===== src/rtl/icache_fill_ctrl_if.sv =====
// Request/beat/write bundle between the icache fill controller, the bus return channel
// and the data array ports. The controller takes the slave modport.
interface icache_fill_ctrl_if #(
  parameter int INDEX_W = 6,
  parameter int WAY_W   = 3
);
  logic               miss_valid;
  logic               miss_ready;
  logic [INDEX_W-1:0] miss_index;
  logic [WAY_W-1:0]   miss_way;
  logic               bus_rvalid;
  logic               bus_rready;
  logic [127:0]       bus_rdata;
  logic               hit_read2data_array_valid;
  logic               hit_read_block;
  logic               fill2data_array_valid;
  logic [INDEX_W-1:0] fill2data_array_index;
  logic [WAY_W-1:0]   fill2data_array_way;
  logic [1:0]         fill2data_array_offset;
  logic [127:0]       fill2data_array_wdata;
  logic               fill_busy;
  logic               fill_done;

  modport master (
    output miss_valid, miss_index, miss_way, bus_rvalid, bus_rdata, hit_read2data_array_valid,
    input  miss_ready, bus_rready, hit_read_block, fill2data_array_valid, fill2data_array_index,
           fill2data_array_way, fill2data_array_offset, fill2data_array_wdata, fill_busy, fill_done
  );

  modport slave (
    input  miss_valid, miss_index, miss_way, bus_rvalid, bus_rdata, hit_read2data_array_valid,
    output miss_ready, bus_rready, hit_read_block, fill2data_array_valid, fill2data_array_index,
           fill2data_array_way, fill2data_array_offset, fill2data_array_wdata, fill_busy, fill_done
  );
endinterface


===== src/rtl/icache_fill_ctrl.sv =====
// Icache line refill sequencer: buffers bus beats and writes them into idle data-array slots.
// Optional ICACHE_FILL_BYPASS_EN: a beat arriving at an empty FIFO on a free slot is written directly.
module icache_fill_ctrl #(
  parameter int BEATS      = 4,
  parameter int DEPTH      = 2,
  parameter int INDEX_W    = 6,
  parameter int WAY_W      = 3,
  parameter int STARVE_MAX = 8
) (
  input  logic              clock,
  input  logic              reset,
  icache_fill_ctrl_if.slave io
);
  localparam int OW = $clog2(BEATS);
  localparam int CW = $clog2(BEATS + 1);
  localparam int AW = $clog2(DEPTH);
  localparam int SW = (STARVE_MAX > 1) ? $clog2(STARVE_MAX) : 1;

  typedef enum logic [1:0] {IDLE, FILL, DONE} state_t;
  typedef struct packed {
    logic [INDEX_W-1:0] index;
    logic [WAY_W-1:0]   way;
  } tgt_t;

  state_t        state, state_nxt;
  tgt_t          tgt_q;
  logic [127:0]  mem [DEPTH];
  logic [AW:0]   wptr, rptr, occ;
  logic [CW-1:0] rx_cnt;
  logic [OW-1:0] wr_cnt;
  logic [SW-1:0] stall_cnt;
  logic          block_q;
  logic          in_fill, empty, full, hit, rready, rx_fire;
  logic          bypass, wr_en, push, pop, stall_inc, last, miss_ready;
  logic [127:0]  head;

  assign occ     = wptr - rptr;
  assign empty   = (occ == '0);
  assign full    = (occ == (AW+1)'(DEPTH));
  assign in_fill = (state == FILL);
  assign hit     = io.hit_read2data_array_valid;
  // Occupancy before any same-cycle pop decides readiness, so a full FIFO never takes a beat.
  assign rready  = in_fill && !full && (rx_cnt < CW'(BEATS));
  assign rx_fire = io.bus_rvalid && rready;
  assign head    = empty ? '0 : mem[rptr[AW-1:0]];

`ifdef ICACHE_FILL_BYPASS_EN
  assign bypass = in_fill && empty && rx_fire && !hit;
  assign io.fill2data_array_wdata = bypass ? io.bus_rdata : head;
`else
  assign bypass = 1'b0;
  assign io.fill2data_array_wdata = head;
`endif

  // hit_read always owns the array; fill only takes otherwise-idle cycles.
  assign wr_en     = (in_fill && !empty && !hit) || bypass;
  assign push      = rx_fire && !bypass;
  assign pop       = wr_en && !bypass;
  assign stall_inc = in_fill && !empty && hit;
  assign last      = wr_en && (wr_cnt == OW'(BEATS - 1));

  always_ff @(posedge clock or posedge reset) begin
    if (reset) state <= IDLE;
    else       state <= state_nxt;
  end

  always_comb begin
    state_nxt  = state;
    miss_ready = 1'b0;
    case (state)
      IDLE: begin
        miss_ready = 1'b1;
        if (io.miss_valid) state_nxt = FILL;
      end
      FILL:    if (last) state_nxt = DONE;
      DONE:    state_nxt = IDLE;
      default: state_nxt = IDLE;
    endcase
  end

  always_ff @(posedge clock or posedge reset) begin
    if (reset) begin
      tgt_q     <= '0;
      wptr      <= '0;
      rptr      <= '0;
      rx_cnt    <= '0;
      wr_cnt    <= '0;
      stall_cnt <= '0;
      block_q   <= 1'b0;
    end else begin
      block_q <= 1'b0;
      if (state == IDLE && io.miss_valid) begin
        tgt_q     <= '{index: io.miss_index, way: io.miss_way};
        wptr      <= '0;
        rptr      <= '0;
        rx_cnt    <= '0;
        wr_cnt    <= '0;
        stall_cnt <= '0;
      end else begin
        if (push)    wptr   <= wptr + (AW+1)'(1);
        if (pop)     rptr   <= rptr + (AW+1)'(1);
        if (rx_fire) rx_cnt <= rx_cnt + CW'(1);
        if (wr_en)   wr_cnt <= wr_cnt + OW'(1);
        // Starvation: after STARVE_MAX blocked cycles, ask upstream to skip one hit_read.
        if (wr_en) stall_cnt <= '0;
        else if (stall_inc) begin
          if (stall_cnt == SW'(STARVE_MAX - 1)) begin
            stall_cnt <= '0;
            block_q   <= 1'b1;
          end else begin
            stall_cnt <= stall_cnt + SW'(1);
          end
        end
      end
    end
  end

  always_ff @(posedge clock) begin
    if (push) mem[wptr[AW-1:0]] <= io.bus_rdata;
  end

  assign io.miss_ready             = miss_ready && !reset;
  assign io.bus_rready             = rready;
  assign io.hit_read_block         = block_q;
  assign io.fill2data_array_valid  = wr_en;
  assign io.fill2data_array_index  = tgt_q.index;
  assign io.fill2data_array_way    = tgt_q.way;
  assign io.fill2data_array_offset = wr_cnt;
  assign io.fill_busy              = (state != IDLE);
  assign io.fill_done              = (state == DONE);
endmodule


===== src/flat_wrapper.sv =====
// flat-port wrapper written by rule: the top's interface ports become plain ports
module icache_fill_ctrl_flat 
#(
  parameter int BEATS      = 4,
  parameter int DEPTH      = 2,
  parameter int INDEX_W    = 6,
  parameter int WAY_W      = 3,
  parameter int STARVE_MAX = 8
)
  (clock, reset, io_miss_valid, io_miss_index, io_miss_way, io_bus_rvalid, io_bus_rdata, io_hit_read2data_array_valid, io_miss_ready, io_bus_rready, io_hit_read_block, io_fill2data_array_valid, io_fill2data_array_index, io_fill2data_array_way, io_fill2data_array_offset, io_fill2data_array_wdata, io_fill_busy, io_fill_done);
  icache_fill_ctrl_if #(.INDEX_W(INDEX_W), .WAY_W(WAY_W)) io_i ();
  input  logic clock;
  input  logic reset;
  input wire logic [$bits(io_i.miss_valid)-1:0] io_miss_valid;
  input wire logic [$bits(io_i.miss_index)-1:0] io_miss_index;
  input wire logic [$bits(io_i.miss_way)-1:0] io_miss_way;
  input wire logic [$bits(io_i.bus_rvalid)-1:0] io_bus_rvalid;
  input wire logic [$bits(io_i.bus_rdata)-1:0] io_bus_rdata;
  input wire logic [$bits(io_i.hit_read2data_array_valid)-1:0] io_hit_read2data_array_valid;
  output wire logic [$bits(io_i.miss_ready)-1:0] io_miss_ready;
  output wire logic [$bits(io_i.bus_rready)-1:0] io_bus_rready;
  output wire logic [$bits(io_i.hit_read_block)-1:0] io_hit_read_block;
  output wire logic [$bits(io_i.fill2data_array_valid)-1:0] io_fill2data_array_valid;
  output wire logic [$bits(io_i.fill2data_array_index)-1:0] io_fill2data_array_index;
  output wire logic [$bits(io_i.fill2data_array_way)-1:0] io_fill2data_array_way;
  output wire logic [$bits(io_i.fill2data_array_offset)-1:0] io_fill2data_array_offset;
  output wire logic [$bits(io_i.fill2data_array_wdata)-1:0] io_fill2data_array_wdata;
  output wire logic [$bits(io_i.fill_busy)-1:0] io_fill_busy;
  output wire logic [$bits(io_i.fill_done)-1:0] io_fill_done;
  assign io_i.miss_valid = io_miss_valid;
  assign io_i.miss_index = io_miss_index;
  assign io_i.miss_way = io_miss_way;
  assign io_i.bus_rvalid = io_bus_rvalid;
  assign io_i.bus_rdata = io_bus_rdata;
  assign io_i.hit_read2data_array_valid = io_hit_read2data_array_valid;
  assign io_miss_ready = io_i.miss_ready;
  assign io_bus_rready = io_i.bus_rready;
  assign io_hit_read_block = io_i.hit_read_block;
  assign io_fill2data_array_valid = io_i.fill2data_array_valid;
  assign io_fill2data_array_index = io_i.fill2data_array_index;
  assign io_fill2data_array_way = io_i.fill2data_array_way;
  assign io_fill2data_array_offset = io_i.fill2data_array_offset;
  assign io_fill2data_array_wdata = io_i.fill2data_array_wdata;
  assign io_fill_busy = io_i.fill_busy;
  assign io_fill_done = io_i.fill_done;
  icache_fill_ctrl #(.BEATS(BEATS), .DEPTH(DEPTH), .INDEX_W(INDEX_W), .WAY_W(WAY_W), .STARVE_MAX(STARVE_MAX)) u_core (.clock(clock), .reset(reset), .io(io_i));
endmodule

===== config.mk =====
export PLATFORM = sky130hd
export DESIGN_NAME = icache_fill_ctrl_flat
export DESIGN_NICKNAME = d
export VERILOG_FILES = /design/src/rtl/icache_fill_ctrl_if.sv /design/src/rtl/icache_fill_ctrl.sv /design/src/flat_wrapper.sv
export SDC_FILE = /design/constraint.sdc
export NUM_CORES = 1
export LEC_CHECK = 0
export CAP_MARGIN = 10
export CELL_PAD_IN_SITES_DETAIL_PLACEMENT = 0
export CELL_PAD_IN_SITES_GLOBAL_PLACEMENT = 1
export CORE_AREA = 8 8 159 176
export CTS_BUF_LIST = sky130_fd_sc_hd__clkbuf_2
export CTS_CLUSTER_DIAMETER = 100
export DETAILED_ROUTE_END_ITERATION = 7
export DIE_AREA = 0 0 167 184
export GPL_ROUTABILITY_DRIVEN = 1
export GPL_TIMING_DRIVEN = 0
export HOLD_SLACK_MARGIN = 0.15
export PLACE_DENSITY_LB_ADDON = 0.3
export SLEW_MARGIN = 20
export SYNTH_ARGS = -nofsm -noshare
export SYNTH_HDL_FRONTEND = slang
export SYNTH_SLANG_ARGS = --single-unit

===== constraint.sdc =====
create_clock -name clock -period 19.2 [get_ports clock]
set_input_delay 3.84 -clock clock [delete_from_list [all_inputs] [get_ports clock]]
set_output_delay 3.84 -clock clock [all_outputs]
set_load 0.02 [all_outputs]

==> qor.csv, run 1 <==
metric,value,unit
Gate power share,55.5,%
CTS resizes,0,
"Seq/Total Area, Yosys",76.7,%
Slew headroom,37.5,%
Wirelength per Cell,18.7,um
area share of xor/xnor cells in the synthesized design,0.313,%
Hold Buf Count CTS,0,
# rows,61,
slowest CP cell,clkdlybuf4s50_1,
vias in the first global route,6921,
PortBufs,286,
internal power,0.00173,W
switching power,0.00117,W
crit path DAT,5.63,ns
Clock power frac,13.6,%
die area,0.0307,mm2
initial core utilization,43.3,%
area delta synth->final,39.0,%
WHS,0.503,ns
"Setup Fix Bufs, Post-CTS",0,
GRT overflow,0,
Die H,184,um
htree depth,3,
first-pass GRT wire length,39.1,mm
Worst path max stage delay,0.63,ns
core area,0.0250,mm2
CP Max Fanout,5,
GPL Wtd Cong,0.706,
post-synthesis compound-gate area fraction,0.753,%
CTS Sinks,280,
setup TNS,0,ns
number of CTS-inserted buffers,69,
"Hold Vio Cnt, Final",0,
TritonCTS clock tree,yes,
Sw Share,40.2,%
Placed Cells,1256,
antenna-violating nets left,0,
max-slew violation count,0,
main combinational cell family by area after synthesis,multiplexers,
final-report setup violation count,0,
Initial DRC Count,254,
DRC,0,
CTS root buffer,clkbuf_2,
Adder-Cell Fraction of Synth Area,0.463,%
post-layout min period,9.47,ns
crit path launch type,input pin,
max cap viols,0,
synthesized area,0.0108,mm2
cells along the critical path,"clkdlybuf4s50_1, nor3b_1, o21ai_2, inv_1, clkdlybuf4s50_1",
RSZ-0062 raised after global routing,false,
sequential group share of total power,30.9,%
Max Clock Skew,0.0509,ns
Tcrit/Tclk final,49.3,%
type of the worst min-delay path,flip-flop to flip-flop,
non-filler instance count after layout,1380,
syn_nets,784,
CP endpoint kind,output pin,
Simple-Gate Fraction of Synth Area,5.75,%
number of fill cells,1961,
synth unique cells,34,
initial antenna violation count,5,
critical path data required time,15.36,ns
Vias/cell,4.73,
VDD IR max,0.0948,mV
first-pass iteration count of the detailed router,7,
hpwl dp,18.4,mm
"Clk pin slew, worst setup/hold paths",0.10,ns
fmax,106,MHz
share of cells above drive strength 1,15.9,%
io pins,287,
status,"complete, no violations",
Bufs on Longest Clock Path,3,
"Clk Latency, worst-skew pair",0.78,ns
CP most frequent cell,clkdlybuf4s50_1,
WL final,25.8,mm
GRT Overall Usage,16.6,%
Avg Inst Size Synth,16.9,um2
Vias,6524,
Synth Register Bits,280,
Cell Pwr Density,193,mW/mm2
largest net degree at the start of global routing,26,
Async SR Flop Fraction,8.57,%
mux share of post-synthesis cell area,14.0,%
die width,167,um
Post-Synthesis Cells,638,
Setup CP Type,input pin to output pin,
dominant synthesized flop cell,edfxtp_1,
post-route core utilization,60.2,%
P_leak,5.80,nW
fin nets,1158,
Ys Warns,0,
Post-synth EDFFs,256,
worst slew pin tran,0.936,ns
==> power groups by stage <==
stage	registers (W)	logic [W]	clock network, W
after global placement	0.000987	0.00157	0
after floorplan	0.000964	0.000835	0
after global routing	0.000909	0.00172	0.000444
after detailed placement	0.000910	0.00163	0
after CTS	0.000897	0.00164	0.000414
final	0.000896	0.00161	0.000394
==> Yosys cell counts, drive strengths merged (2+ instances only) <==
| library cell | n | area (um2) |
|---|---|---|
| o211ai | 2 | 15.0 |
| buf | 28 | 180 |
| mux2i | 138 | 1380 |
| nand2 | 13 | 48.8 |
| nor2b | 2 | 12.5 |
| edfxtp | 256 | 7690 |
| ha | 4 | 50.1 |
| inv | 5 | 18.8 |
| clkbuf | 5 | 20.0 |
| a211oi | 2 | 15.0 |
| o21ai | 3 | 18.8 |
| xor2 | 2 | 25.0 |
| or3b | 2 | 17.5 |
| dfrtp | 24 | 601 |
| mux2 | 9 | 128 |
| nor2 | 133 | 499 |
==> flip-flops by register name, summed over array words and instances, names as in the netlist <==
| signal | flops |
|---|---|
| u_core.mem | 256 |
| u_core.state | 2 |
| u_core.io.hit_read_block | 1 |
| u_core.stall_cnt | 3 |
| u_core.wptr | 2 |
| u_core.rx_cnt | 3 |
| u_core.io.fill2data_array_index | 6 |
| u_core.io.fill2data_array_way | 3 |
| u_core.io.fill2data_array_offset | 2 |
| u_core.rptr | 2 |
==> worst paths after layout <==
| kind | start | to | slack, ns | depth (start not counted) |
|---|---|---|---|---|
| max reg2reg | u_core.rptr[0] | u_core.mem[1][90] | 16.53 | 7 |
| max | io_hit_read2data_array_valid | io_fill2data_array_valid | 9.73 | 5 |
| min | u_core.rx_cnt[0] | u_core.rx_cnt[0] | 0.50 | 1 |
| max in group asynchronous | reset | u_core.io.fill2data_array_index[0] | 15.00 | 2 |
| min in group asynchronous | reset | u_core.io.fill2data_array_index[1] | 3.59 | 2 |
| min reg2reg | u_core.rx_cnt[0] | u_core.rx_cnt[0] | 0.50 | 1 |
==> per-stage QoR <==
stage                     cell area (um2)  worst slack, ns  power, W
after global placement              14100            -1.97   0.00256
final                               15000             9.73   0.00290
after floorplan                     10800             4.79   0.00180
after CTS                           15000             9.72   0.00295
after detailed placement            14400             9.72   0.00254
after global routing                15000             9.54   0.00308
==> logic make-up after synthesis <==
| logic type | after synthesis |
|---|---|
| compound gates | 10 |
| xor+xnor | 3 |
| flops | 280 |
| buf+inv | 38 |
| mux | 147 |
| simple gates | 156 |
| fa+ha+maj | 4 |
==> placed cells by master, fill, tap and decap left out, drive strengths merged <==
cell type      instances
nand4bb                1
diode                  2
a211oi                 2
dfrtp                 24
nand2b                 1
clkinv                16
nor2                 133
edfxtp               256
ha                     4
nor2b                  2
nand3                  1
a32o                   1
nand2                 13
mux2                   9
bufinv                 2
or3b                   2
a21o                   1
inv                    8
nor3b                  1
o211ai                 2
clkdlybuf4s50        286
buf                   45
and2                   1
o21ai                  3
mux2i                138
a2111oi                1
or2                    1
xor2                   2
xnor2                  1
clkbuf               106
==> routing by layer <==
| layer | part of all wire [%] | GRT usage [%] | wire, um | vias up |
|---|---|---|---|---|
| met5 | 0.16 | 0 | 41 | - |
| met3 | 9.1 | 7.52 | 2350 | 44 |
| met1 | 38 | 17.7 | 9810 | 3078 |
| li1 | - | - | - | 3156 |
| met2 | 51 | 28.7 | 13200 | 240 |
| met4 | 1.6 | 5.81 | 420 | 6 |
==> worst max-delay path: cells and delay by family <==
family / cells / cell delay [ns]
AO/OA/AOI/OAI: 1 / 0.16
buffers and inverters: 3 / 1.24
AND/OR/NAND/NOR: 1 / 0.38
==> area by class of cell <==
| cell class | count | area, um2 | share of cell area [%] |
|---|---|---|---|
| Sequential cell | 280 | 8290 | 55.2 |
| Clock inverter | 21 | 133 | 0.883 |
| Inverter | 5 | 18.8 | 0.125 |
| Multi-Input combinational cell | 320 | 2310 | 15.4 |
| Clock buffer | 101 | 505 | 3.37 |
| Timing Repair Buffer | 303 | 3160 | 21.0 |
| Antenna cell | 2 | 5.00 | 0.0333 |
| Buffer | 33 | 200 | 1.33 |
| Tap cell | 315 | 394 | 2.63 |
Power figures use the tool's default switching activity.
==> run 2: changes to the inputs <==
--- a/config.mk
+++ b/config.mk
@@ -8,11 +8,11 @@
 export CAP_MARGIN = 10
 export CELL_PAD_IN_SITES_DETAIL_PLACEMENT = 0
 export CELL_PAD_IN_SITES_GLOBAL_PLACEMENT = 1
-export CORE_AREA = 8 8 159 176
+export CORE_AREA = 8 8 164 182
 export CTS_BUF_LIST = sky130_fd_sc_hd__clkbuf_2
 export CTS_CLUSTER_DIAMETER = 100
 export DETAILED_ROUTE_END_ITERATION = 7
-export DIE_AREA = 0 0 167 184
+export DIE_AREA = 0 0 172 190
 export GPL_ROUTABILITY_DRIVEN = 1
 export GPL_TIMING_DRIVEN = 0
 export HOLD_SLACK_MARGIN = 0.15
==> constraint.sdc (replaced) <==
create_clock -name clock -period 9 [get_ports clock]
set_input_delay 1.8 -clock clock [delete_from_list [all_inputs] [get_ports clock]]
set_output_delay 1.8 -clock clock [all_outputs]
set_load 0.02 [all_outputs]
==> run 2 against run 1 <==
Effect of this change:
- critical endpoint unchanged
- count of clock-buffer cells in the layout increased by 2
- sequential share of layout area decreased by 0.097 points
- register-to-register slack got worse by 10 ns
- global-route usage fell by 1.0 points
- setup slack got worse by 6.2 ns
- non-clock buffer count down 1
- combinational power up 110%
- cell count grew 3.0%
==> qor.csv, run 2 (synthesis results as in run 1) <==
metric,value,unit
type of the worst min-delay path,flip-flop to flip-flop,
met3 Use GR,6.07,%
# rows,63,
GRT Overall Usage,15.6,%
fmax,183,MHz
Hold Buf Count CTS,0,
"Setup Fix Bufs, Post-CTS",0,
htree depth,3,
"commonest non-fill, non-tap cell in the layout",clkdlybuf4s50_1,
met2 usage,26.8,%
number of fill cells,2268,
met1 usage,16.8,%
WHS Path Cells,1,
critical path data required time,7.20,ns
crit path DAT,3.66,ns
core area,0.0266,mm2
Bufs on Longest Clock Path,3,
"Hold Vio Cnt, Final",0,
Max Clock Skew,0.0911,ns
Reg area,0.00829,mm2
fin nets,1159,
GRT overflow,0,
Wirelength per Cell,18.2,um
max cap viols,0,
min-delay src,u_core.rx_cnt[0],
WL final,25.8,mm
max-slew violation count,0,
initial antenna violation count,4,
crit path launch type,input pin,
Worst R2R End,u_core.mem[0][25],
hpwl dp,18.4,mm
FF-to-FF Start,u_core.state[1],
CTS root buffer,clkbuf_2,
status,"complete, no violations",
Tcrit/Tclk final,60.7,%
"commonest non-fill, non-tap cells in the layout","clkdlybuf4s50_1, edfxtp_1, mux2i_1",
CP Max Fanout,5,
share of cells above drive strength 1,16.2,%
Die H,190,um
final-report setup violation count,0,
first-pass GRT wire length,39.1,mm
RSZ-0062 raised after global routing,false,
Tot Pwr,0.00616,W
worst slew pin tran,0.904,ns
CTS resizes,0,
io pins,287,
GRT busiest layer,met2,
area of the multi-input gates,0.00231,mm2
CTS Sinks,280,
VDD IR max,0.203,mV
PortBufs,286,
Worst Reg-to-Reg Cells,7,
vias in the first global route,7089,
die width,172,um
Vias/cell,4.63,
first-pass iteration count of the detailed router,4,
P_leak,5.78,nW
"Clk Latency, worst-skew pair",0.82,ns
Cell Pwr Density,409,mW/mm2
Setup CP Type,input pin to output pin,
Post-Place Setup Slack,3.54,ns
fin worst setup slack,3.54,ns
"Clk pin slew, worst setup/hold paths",0.09,ns
die area,0.0327,mm2
antenna-violating nets left,0,
largest net degree at the start of global routing,25,
initial core utilization,40.5,%
area delta synth->final,39.2,%
TritonCTS clock tree,yes,
Slew headroom,39.4,%
GPL Wtd Cong,0.738,
Worst R2R Setup Slack,6.07,ns
Vias,6573,
post-layout min period,5.46,ns
hold endpoint,u_core.rx_cnt[0],
Initial DRC Count,231,
number of CTS-inserted buffers,71,
max reg flops,256,
CP endpoint kind,output pin,
DRC,0,
==> run 2: worst max path at each step <==
stage | startpoint | to | slack, ns | cells past startpoint
2_1_floorplan | io_bus_rvalid | u_core.mem[0][0] | 0.89 | 3
3_3_place_gp | io_bus_rvalid | u_core.mem[0][10] | -3.05 | 4
3_5_place_dp | io_hit_read2data_array_valid | io_fill2data_array_valid | 3.54 | 5
4_1_cts | io_hit_read2data_array_valid | io_fill2data_array_valid | 3.54 | 5
5_1_grt | io_hit_read2data_array_valid | io_fill2data_array_valid | 3.44 | 5
6_report | io_hit_read2data_array_valid | io_fill2data_array_valid | 3.54 | 5
==> run 2: final cells by class <==
class                      instances  share of cell area [%]
tap                              357                    2.97
clock inverter                    17                   0.840
antenna                            4                  0.0666
sequential                       280                    55.1
clock buffer                     103                    3.43
multi-input combinational        320                    15.4
inverter                           5                   0.125
buffer                            33                    1.33
timing repair buffer             302                    20.7
==> run 2: routing by layer <==
| layer | vias up | wire (um) |
|---|---|---|
| met5 | - | 0 |
| met4 | 0 | 657 |
| met3 | 44 | 2280 |
| met2 | 231 | 13200 |
| met1 | 3151 | 9670 |
| li1 | 3147 | - |
==> run 2: worst max-delay path: stages <==
cell	delay [ns]
clkdlybuf4s50_1	0.49
nor3b_1	0.42
o21ai_2	0.17
inv_1	0.15
clkdlybuf4s50_1	0.62
==> run 2: stage by stage <==
step                cell area (um2)  std cells  utilization (%)  setup TNS (ns)  hold slack, ns
finish                        15000       1421             56.5               0           0.497
global route                  15000       1421             56.5               0           0.528
CTS                           15000       1417             56.4               0           0.504
detailed placement            14400       1297             54.0               0           0.490
global placement              14100       1281             53.0         -703.60           0.468
floorplan                     10800        638                -               0           0.452
==> run 2: where the power goes <==
group / switching, W / total (W) / internal [W] / leakage (nW)
clock: 0.000484 / 0.000845 / 0.000361 / 0.487
combinational: 0.00190 / 0.00340 / 0.00151 / 2.66
sequential: 0.0000948 / 0.00191 / 0.00182 / 2.64
total: 0.00247 / 0.00616 / 0.00368 / 5.78
==> run 3: changes to the inputs <==
==> constraint.sdc (replaced) <==
create_clock -name clock -period 5.4 [get_ports clock]
set_input_delay 1.08 -clock clock [delete_from_list [all_inputs] [get_ports clock]]
set_output_delay 1.08 -clock clock [all_outputs]
set_load 0.02 [all_outputs]
==> run 3 against run 2 <==
Effect of this change:
- register-to-register slack got worse by 3.3 ns
- clock skew shrank 0.021 ns
- critical path depth rose by 2
- clock power increased by 59%
- die area unchanged
- routed wire length grew 1.7%
- global-route usage increased by 0.31 points
- flip-flop and latch count stayed put
- setup slack got worse by 2.3 ns
- non-clock buffer count grew 1
- sequential share of layout area barely moved
- worst hold slack improved by 0.011 ns
- critical path type is now flip-flop to output pin
- largest power group unchanged
==> qor.csv, run 3 (synthesis results as in run 1) <==
metric,value,unit
WHS,0.508,ns
area of the multi-input gates,0.00231,mm2
WHS Path Cells,1,
final-report setup violation count,0,
Initial DRC Count,243,
die width,172,um
post-layout min period,4.18,ns
status,"complete, no violations",
crit path launch type,flip-flop,
hold endpoint,u_core.rx_cnt[0],
initial antenna violation count,3,
GPL Wtd Cong,0.733,
max reg flops,256,
DRC,0,
Sw Share,40.5,%
initial core utilization,40.5,%
Worst R2R Setup Slack,2.81,ns
slowest CP cell,clkdlybuf4s50_1,
Tcrit/Tclk final,77.4,%
Max Clock Skew,0.0705,ns
CP endpoint kind,output pin,
"Clk Latency, worst-skew pair",0.79,ns
CP Max Fanout,10,
"Setup Fix Bufs, Post-CTS",0,
critical path data required time,4.32,ns
CTS root buffer,clkbuf_2,
core area,0.0266,mm2
internal power,0.00611,W
number of fill cells,2223,
Wirelength per Cell,18.5,um
worst slew pin tran,0.870,ns
vias in the first global route,7207,
"Clk pin slew, worst setup/hold paths",0.09,ns
# rows,63,
Worst path max stage delay,0.64,ns
antenna-violating nets left,0,
VDD IR max,0.364,mV
max-slew violation count,0,
Reg area,0.00829,mm2
first-pass GRT wire length,39.6,mm
Cell Pwr Density,683,mW/mm2
die area,0.0327,mm2
setup TNS,0,ns
Hold Buf Count CTS,0,
io pins,287,
CTS Sinks,280,
PortBufs,286,
number of CTS-inserted buffers,71,
Setup CP Type,flip-flop to output pin,
finished layout cell area,0.0150,mm2
P_leak,5.79,nW
GRT Overall Usage,15.9,%
FF-to-FF Start,u_core.rptr[0],
non-filler instance count after layout,1416,
crit path launch,u_core.rptr[0],
GRT overflow,0,
"commonest non-fill, non-tap cell in the layout",clkdlybuf4s50_1,
cells along the critical path,"buf_2, xor2_1, nor2_1, buf_4, buf_2, nor2_1, clkdlybuf4s50_1",
largest net degree at the start of global routing,26,
max cap viols,0,
Clock power frac,13.1,%
Slew headroom,41.7,%
Worst R2R End,u_core.mem[0][61],
Placed Cells,1298,
TritonCTS clock tree,yes,
hpwl dp,18.8,mm
"commonest non-fill, non-tap cells in the layout","clkdlybuf4s50_1, edfxtp_1, mux2i_1",
share of cells above drive strength 1,16.1,%
crit path DAT,3.10,ns
"Hold Vio Cnt, Final",0,
CTS resizes,0,
Gate power share,55.9,%
Worst Reg-to-Reg Cells,7,
fin nets,1160,
RSZ-0062 raised after global routing,false,
Die H,190,um
Vias/cell,4.69,
area delta synth->final,39.2,%
post-route core utilization,56.4,%
first-pass iteration count of the detailed router,4,
htree depth,3,
Bufs on Longest Clock Path,3,
type of the worst min-delay path,flip-flop to flip-flop,
Vias,6642,
placed instance area,0.0144,mm2
switching power,0.00416,W
sequential group share of total power,31.0,%
min-delay src,u_core.rx_cnt[0],
fmax,239,MHz
WL final,26.2,mm
==> run 3: area by class of cell <==
type / instances / area share [%]
Antenna cell: 1 / 0.0166
Buffer: 33 / 1.33
Clock buffer: 101 / 3.36
Clock inverter: 16 / 0.599
Inverter: 5 / 0.125
Multi-Input combinational cell: 320 / 15.4
Sequential cell: 280 / 55.1
Tap cell: 357 / 2.97
Timing Repair Buffer: 303 / 21.1
==> run 3: through the flow <==
stage | power [W] | worst slack, ns
after floorplan | 0.00631 | 0.118
after global placement | 0.00895 | -2.56
after detailed placement | 0.00908 | 1.41
after CTS | 0.0105 | 1.05
after global routing | 0.0109 | 0.982
final | 0.0103 | 1.22
==> run 3: power by group through the flow <==
stage	registers [W]	logic, W	clock network [W]
floorplan	0.00332	0.00299	0
global placement	0.00334	0.00562	0
detailed placement	0.00324	0.00584	0
CTS	0.00319	0.00587	0.00142
global route	0.00323	0.00614	0.00153
finish	0.00318	0.00574	0.00134
==> run 3: critical path, delay by kind of cell (launching register included) <==
kind                      cells  cell delay (ns)
and+or+nand+nor               2             0.28
xor gates and xnor gates      1             0.38
DFF                           1             0.35
buffers and inverters         4             1.31
==> run 3: worst max path at each step <==
stage                     slack, ns                       endpoint  depth (start not counted)
after floorplan                0.12               u_core.mem[0][0]                          3
after detailed placement       1.41       io_fill2data_array_valid                          5
final                          1.22  io_fill2data_array_wdata[117]                          7
after global placement        -2.56               u_core.mem[0][7]                          4
after CTS                      1.05   io_fill2data_array_wdata[32]                          7
after global routing           0.98  io_fill2data_array_wdata[117]                          7
==> run 3: per-layer routing <==
| metal | share of wire, % | GRT usage, % | routed length [um] | vias to the layer above |
|---|---|---|---|---|
| li1 | - | - | - | 3151 |
| met5 | 0.095 | 0 | 25 | - |
| met3 | 10 | 6.74 | 2620 | 48 |
| met2 | 51 | 27.4 | 13400 | 256 |
| met1 | 37 | 16.5 | 9620 | 3183 |
| met4 | 2.1 | 7.04 | 544 | 4 |
